**config.mk**
```make
export PLATFORM = sky130hd
export DESIGN_NAME = hazard_scoreboard
export DESIGN_NICKNAME = d
export VERILOG_FILES = /design/src/rtl/hazard_scoreboard.sv
export SDC_FILE = /design/constraint.sdc
export NUM_CORES = 1
export LEC_CHECK = 0
export CAP_MARGIN = 20
export CELL_PAD_IN_SITES_DETAIL_PLACEMENT = 2
export CELL_PAD_IN_SITES_GLOBAL_PLACEMENT = 2
export CORE_ASPECT_RATIO = 2
export CORE_MARGIN = 2
export CORE_UTILIZATION = 33
export CTS_BUF_LIST = sky130_fd_sc_hd__clkbuf_8
export DETAILED_ROUTE_END_ITERATION = 10
export GPL_TIMING_DRIVEN = 0
export MAX_ROUTING_LAYER = met4
export PLACE_DENSITY_LB_ADDON = 0.1
export SYNTH_ARGS = -nofsm -noshare
export SYNTH_HDL_FRONTEND = slang
export SYNTH_SLANG_ARGS = --single-unit
```
**constraint.sdc**
```tcl
create_clock -name clk -period 6.4 [get_ports clk]
set_input_delay 1.92 -clock clk [delete_from_list [all_inputs] [get_ports clk]]
set_output_delay 1.92 -clock clk [all_outputs]
set_load 0.05 [all_outputs]
```
**src/rtl/hazard_scoreboard.sv**
```systemverilog
// hazard_scoreboard: RAW hazard detection and forwarding-select generation for
// the instruction sitting in ID. A shadow pipeline of destination tags,
// DEPTH entries deep, mirrors the in-flight instructions after ID.
// Entry 0 is EXE and entry DEPTH-1 is the last stage before register-file write.
// FWD_EN=0 stalls on any RAW match. FWD_EN=1 forwards from the youngest
// matching entry and stalls only on a load-use hazard against entry 0.
module hazard_scoreboard #(
  parameter int REG_ADDR_W = 4,
  parameter int DEPTH      = 2,
  parameter bit FWD_EN     = 1'b0,
  localparam int SEL_W     = $clog2(DEPTH + 1)
) (
  input  logic                  clk,
  input  logic                  rst,
  input  logic                  id_valid,
  input  logic [REG_ADDR_W-1:0] src_1,
  input  logic [REG_ADDR_W-1:0] src_2,
  input  logic                  two_src,
  input  logic                  id_wb_en,
  input  logic [REG_ADDR_W-1:0] id_dest,
  input  logic                  id_mem_read,
  input  logic                  flush,
  output logic                  hazard_detected,
  output logic [SEL_W-1:0]      fwd_sel_1,
  output logic [SEL_W-1:0]      fwd_sel_2,
  output logic [15:0]           stall_count
);

  logic [DEPTH-1:0]      ent_valid;
  logic [DEPTH-1:0]      ent_wb_en;
  logic [DEPTH-1:0]      ent_mem_read;
  logic [REG_ADDR_W-1:0] ent_dest [DEPTH];

  logic [DEPTH-1:0] match_1;
  logic [DEPTH-1:0] match_2;
  logic             load_use;
  logic             raw_any;
  logic             issue;
  logic [SEL_W-1:0] pick_1;
  logic [SEL_W-1:0] pick_2;

  // Per-entry source matches; src_2 only counts when the instruction reads it.
  always_comb begin
    match_1 = '0;
    match_2 = '0;
    for (int k = 0; k < DEPTH; k++) begin
      match_1[k] = ent_valid[k] & ent_wb_en[k] & (ent_dest[k] == src_1);
      match_2[k] = two_src & ent_valid[k] & ent_wb_en[k] & (ent_dest[k] == src_2);
    end
  end

  // Stall decision. Both hazard kinds are always computed so that each
  // configuration uses the full entry state; FWD_EN picks which one stalls.
  always_comb begin
    load_use        = ent_mem_read[0] & (match_1[0] | match_2[0]);
    raw_any         = (|match_1) | (|match_2);
    hazard_detected = id_valid & (FWD_EN ? load_use : raw_any);
    issue           = id_valid & ~hazard_detected & ~flush;
  end

  // Forwarding selects: the youngest (lowest-index) matching entry wins, so
  // the search runs from the oldest entry down and lets younger hits overwrite.
  always_comb begin
    pick_1 = '0;
    pick_2 = '0;
    for (int k = DEPTH - 1; k >= 0; k--) begin
      if (match_1[k]) pick_1 = SEL_W'(k + 1);
      if (match_2[k]) pick_2 = SEL_W'(k + 1);
    end
    fwd_sel_1 = (FWD_EN && id_valid) ? pick_1 : '0;
    fwd_sel_2 = (FWD_EN && id_valid) ? pick_2 : '0;
  end

  // Shadow pipeline: advance every clock and load either the issued ID
  // instruction or a bubble into entry 0.
  always_ff @(posedge clk or negedge rst) begin
    if (!rst) begin
      ent_valid    <= '0;
      ent_wb_en    <= '0;
      ent_mem_read <= '0;
      for (int k = 0; k < DEPTH; k++) ent_dest[k] <= '0;
    end else begin
      for (int k = DEPTH - 1; k >= 1; k--) begin
        ent_valid[k]    <= ent_valid[k-1];
        ent_wb_en[k]    <= ent_wb_en[k-1];
        ent_mem_read[k] <= ent_mem_read[k-1];
        ent_dest[k]     <= ent_dest[k-1];
      end
      ent_valid[0]    <= issue;
      ent_wb_en[0]    <= issue & id_wb_en;
      ent_mem_read[0] <= issue & id_mem_read;
      ent_dest[0]     <= issue ? id_dest : '0;
    end
  end

  // Saturating count of cycles spent stalled.
  always_ff @(posedge clk or negedge rst) begin
    if (!rst) begin
      stall_count <= '0;
    end else if (hazard_detected && (stall_count != 16'hFFFF)) begin
      stall_count <= stall_count + 16'd1;
    end
  end

endmodule

```
## Word-level counts from Yosys, hierarchy flattened

Index checks and enable logic that the tools add are counted.
W data, S select, Z words.

- Register bits after elaboration: 28
- Bits of input ports: 19
- Output and inout bits: 21
- Logic and storage cells: 32

- $add $sub $neg: 1
- Equality and inequality tests: 5
- Muxes and demuxes: 1
- Bitwise gates (word level): 17
- Reductions and logical operators: 3

Operator list:

| operator | number |
|---|---|
| $add A16 B1 Y16 const B | 1 |
| $eq A4 B4 Y1 | 4 |
| $ne A16 B16 Y1 const B | 1 |
| $and A1 B1 Y1 | 14 |
| $mux W4 | 1 |
| $reduce_or A2 Y1 | 2 |
| $not A1 Y1 | 2 |
| $logic_and A1 B1 Y1 | 1 |
| $or A1 B1 Y1 | 1 |

## Logic depth before layout (Yosys ltp)

- Word-level depth: 10
- Depth in mapped cells: 8
- Depth with buffers taken out: 7

## Worst setup path after synthesis

No wires, ideal clock.

- Path type: in2out
- Start point: in src_2[1]
- End point: out hazard_detected
- Arrival time: 3.112 ns
- Required time: 4.480 ns
- Slack: 1.368 ns
- Stages: 6
- Path buffers: 1
- Path through: xor2_1 -> nor4_1 -> nor2_1 -> nand3_2 -> buf_4 -> and2_1

- Word-level cells in the longest chain between the ends: 5
- Elaborated cells on any way between the ends: 7
- Those cells by class: eq/ne: 2; bitwise: 4; reduce/logical: 1

RTL lines:

| what | RTL line | RTL |
|---|---|---|
| start, declared | 17 | `input logic [REG_ADDR_W-1:0] src_2,` |
| $eq A4 B4 Y1 | 48 | `match_2[k] = two_src & ent_valid[k] & ent_wb_en[k] & (ent_dest[k] == src_2);` |
| $and A1 B1 Y1 | 48 |  |
| $reduce_or A2 Y1 * | 56 | `raw_any = (\|match_1) \| (\|match_2);` |
| $or A1 B1 Y1 * | 56 |  |
| $and A1 B1 Y1 * | 57 | `hazard_detected = id_valid & (FWD_EN ? load_use : raw_any);` |
| end, declared | 23 | `output logic hazard_detected,` |

Mark *: on every way between the ends. The rest lies on a longest branch, timed or not.

## Worst setup path after layout

- Start point: in src_2[2]
- End point: out hazard_detected

Same word-level chain as after synthesis.

==> flow_summary_export.csv <==
group,metric,value,unit
final_layout,layoutNonFillerInstCount,218,
synthesis,synth_cell_types,31,
min_path,whs_endpoint,"ent_wb_en[1]",
clock_tree,root_buffer,"clkbuf_8",
final_layout,final_util,0.469,
clock_tree,clock_path_buffers,2,
synthesis,synth_edf_count,0,
sta,relSlewSlack,0.582,
synthesis,netlist_instances,124,
clock_tree,cts_buffers,3,
die,row_count,33,
pwr,ir_drop,0.211,mV
grt,gr-usage-met2,0.357,
grt,grt_pass1_vias,1229,
grt,grt_first_pass_wirelength,6500,um
critical_path,path_class,"in2out",
critical_path,cp.required,4.48,ns
place,place_inst,214,
synthesis,syn_area_per_cell,11.4,sq um
detailed_routing,wl,3920,um
min_path,holdCritStartpoint,"ent_wb_en[0]",
detailed_routing,viasPerCell,4.94,
final_layout,nets,187,
detailed_routing,wire_per_inst,18.0,um
sta,fin_crit,5.92,ns
grt,met3_usage,0.0201,
min_path,min_path_type,"reg2reg",
sta,post-route-period-util,0.924,
grt,grt_util_met1,0.184,
die,die_y,96.7,um
synthesis,ys_seq_elements,28,
sta,finalClockSkew,0.0115,ns
sta,fin_tns_setup,0,ns
grt,busiest_layer,"met2",
critical_path,r2r_start,"stall_count[4]",
final_layout,antenna_cells,0,
die,ios,40,
place,numPortBuffers,34,
sta,drv_slew,0,
detailed_routing,postRouteAntennaNets,0,
clock_tree,cts_hold_buf,0,
place,dp_hpwl,3040,um
grt,grt_remaining_overflow,0,
final_layout,area_delta_synth_final,36.5,%
job,max_cap_viol_count,0,
detailed_routing,drtIter0Drc,10,
synthesis,synthTopCellsByCount,"dfrtp_1 (28), xnor2_1 (17), xor2_1 (12)",
min_path,whs_path_depth,0,
detailed_routing,routed-via-count,1077,
critical_path,critical_path.max_fanout,10,
clock_tree,h-tree-depth,1,
synthesis,seq_area_frac_synth,0.494,
synthesis,async_flop_share,1.00,
sta,rsz0062_at_grt,"no",
sta,worst_pin_slew,0.625,ns
grt,grt_max_degree,19,
place,gp_congestion,0.767,
pwr,p_per_area,193,mW/mm^2
detailed_routing,dr.pass1.iters,4,
critical_path,worst-r2r-setup-slack,4.51,ns
critical_path,end_kind,"output pin",
synthesis,yosysTopAreaCell,"dfrtp_1",
clock_tree,clock-sinks,28,
clock_tree,post-cts-setup-buffers,0,
critical_path,start_kind,"primary input",
status,outcome,"finished clean",
synthesis,synth.area.top_cells,"dfrtp_1 (49%), xnor2_1 (11%), xor2_1 (7.4%), nand4_1 (4.0%), and2_1 (3.5%)",
sta,fmax,169,MHz
critical_path,critPathArrivalTime,4.00,ns
grt,grt_usage,0.184,
die,core,0.00413,sq mm
detailed_routing,drc,0,
clock_tree,clk_pin_slew,0.10,ns
critical_path,r2r-end,"stall_count[1]",
clock_tree,cts_resized,0,
clock_tree,clk_latency,0.28,ns
grt,antenna_found_initial,0,
final_layout,drive_gt1_frac,0.120,
pwr,power.leakage,0.000901,uW
sta,setup_viol,0,
clock_tree,tritoncts,"built",
synthesis,netlist_area,0.00142,sq mm
synthesis,synth_top_area_share,0.494,
critical_path,rr_worst_depth,7,
sta,hold_viol,0,
die,start_util,0.343,
die,fp.dieW,50.3,um
synthesis,yosys_warnings,0,
synthesis,synth.most_common_cell,"dfrtp_1",
die,die_area,0.00487,sq mm
synthesis,synthFlopType,"dfrtp_1",
layout by cell type (no fill, tap or decap):
| cell type | n |
|---|---|
| buf_4 | 5 |
| nand3_1 | 7 |
| nor4_1 | 2 |
| nand2_2 | 1 |
| clkbuf_8 | 3 |
| nor2_1 | 2 |
| xnor2_1 | 17 |
| dfrtp_1 | 28 |
| buf_16 | 1 |
| clkdlybuf4s50_1 | 33 |
| buf_6 | 1 |
| and3_1 | 6 |
| nand3_2 | 2 |
| xor2_1 | 12 |
| and2_1 | 8 |
| nand4_1 | 9 |
| and3_2 | 1 |
| and3_4 | 1 |
| mux2_4 | 1 |
| nand4b_1 | 2 |
| inv_1 | 1 |
| conb_1 | 4 |
| nand2_1 | 2 |
| nand2b_1 | 1 |
| nor3b_2 | 1 |
| nand4_2 | 1 |
| nor3_1 | 2 |
| and4_1 | 3 |
| nand3b_1 | 1 |
| clkbuf_1 | 2 |
| nor2_2 | 1 |
| mux2_1 | 1 |
| ha_1 | 1 |
| mux2i_1 | 1 |
| dlymetal6s2s_1 | 1 |
| bufinv_16 | 1 |
per-layer routing:
metal / wire length (um) / share of wire / vias to the layer above
met2: 2450 / 0.62 / 22
met5: 0 / 0 / -
li1: - / - / 502
met3: 108 / 0.028 / 2
met1: 1330 / 0.34 / 551
met4: 36 / 0.0092 / 0
power by group:
part           switching (uW)  internal, uW  leakage (uW)  total [uW]
clock network            56.5          83.8     0.0000357         140
logic                    25.2          21.5      0.000488        46.7
registers                4.50           181      0.000378         186
total                    86.2           286      0.000901         373
registers in the layout (all words and copies together), names as in the netlist:
signal       cells
ent_dest         8
ent_wb_en        2
ent_valid        2
stall_count     16
worst max-delay path: stages:
cell,delay [ns]
clkdlybuf4s50_1,0.52
xnor2_1,0.14
nand4_1,0.14
nor4_1,0.21
nor2_1,0.12
nand3_2,0.18
buf_4,0.21
and2_1,0.13
dlymetal6s2s_1,0.41
layout make-up:
class	instances	area, sq um
multi-input cells	90	668
plain buffers	8	56.3
well taps	52	65.1
fillers	446	2190
inverters	1	3.75
flip-flops and latches	28	701
clock buffers	3	41.3
clock inverters	1	30.0
repair buffers	35	370
cells by family (layout without fill, tap and decap cells):
kind of cell               Yosys count  count (layout)  share of synthesized area
and+or+nand+nor                     53              53                      0.247
xor gates and xnor gates            29              29                      0.179
DFF                                 28              28                      0.494
buffers and inverters                9              48                     0.0424
muxes                                3               3                     0.0256
adders and majority gates            1               1                    0.00882
other                                1               4                    0.00265
per-stage QoR:
stage | hold slack [ns] | total power (uW) | instance area (sq um) | setup slack, ns
6_report | 0.420 | 373 | 1940 | 0.484
5_1_grt | 0.443 | 389 | 1940 | 0.298
4_1_cts | 0.424 | 377 | 1930 | 0.0298
3_5_place_dp | 0.398 | 237 | 1860 | 0.0594
3_3_place_gp | 0.394 | 233 | 1830 | 0.112
2_1_floorplan | 0.373 | 211 | 1430 | 1.37
worst max-delay path by stage:
stage / startpoint / to / slack, ns / depth (start not counted)
after floorplan: src_2[1] / hazard_detected / 1.37 / 6
after global placement: src_1[3] / hazard_detected / 0.11 / 8
after detailed placement: src_2[2] / hazard_detected / 0.06 / 9
after CTS: src_1[1] / hazard_detected / 0.03 / 8
after global routing: src_2[2] / hazard_detected / 0.30 / 9
final: src_2[2] / hazard_detected / 0.48 / 9
Note: power is estimated with default switching activity, not from simulation.
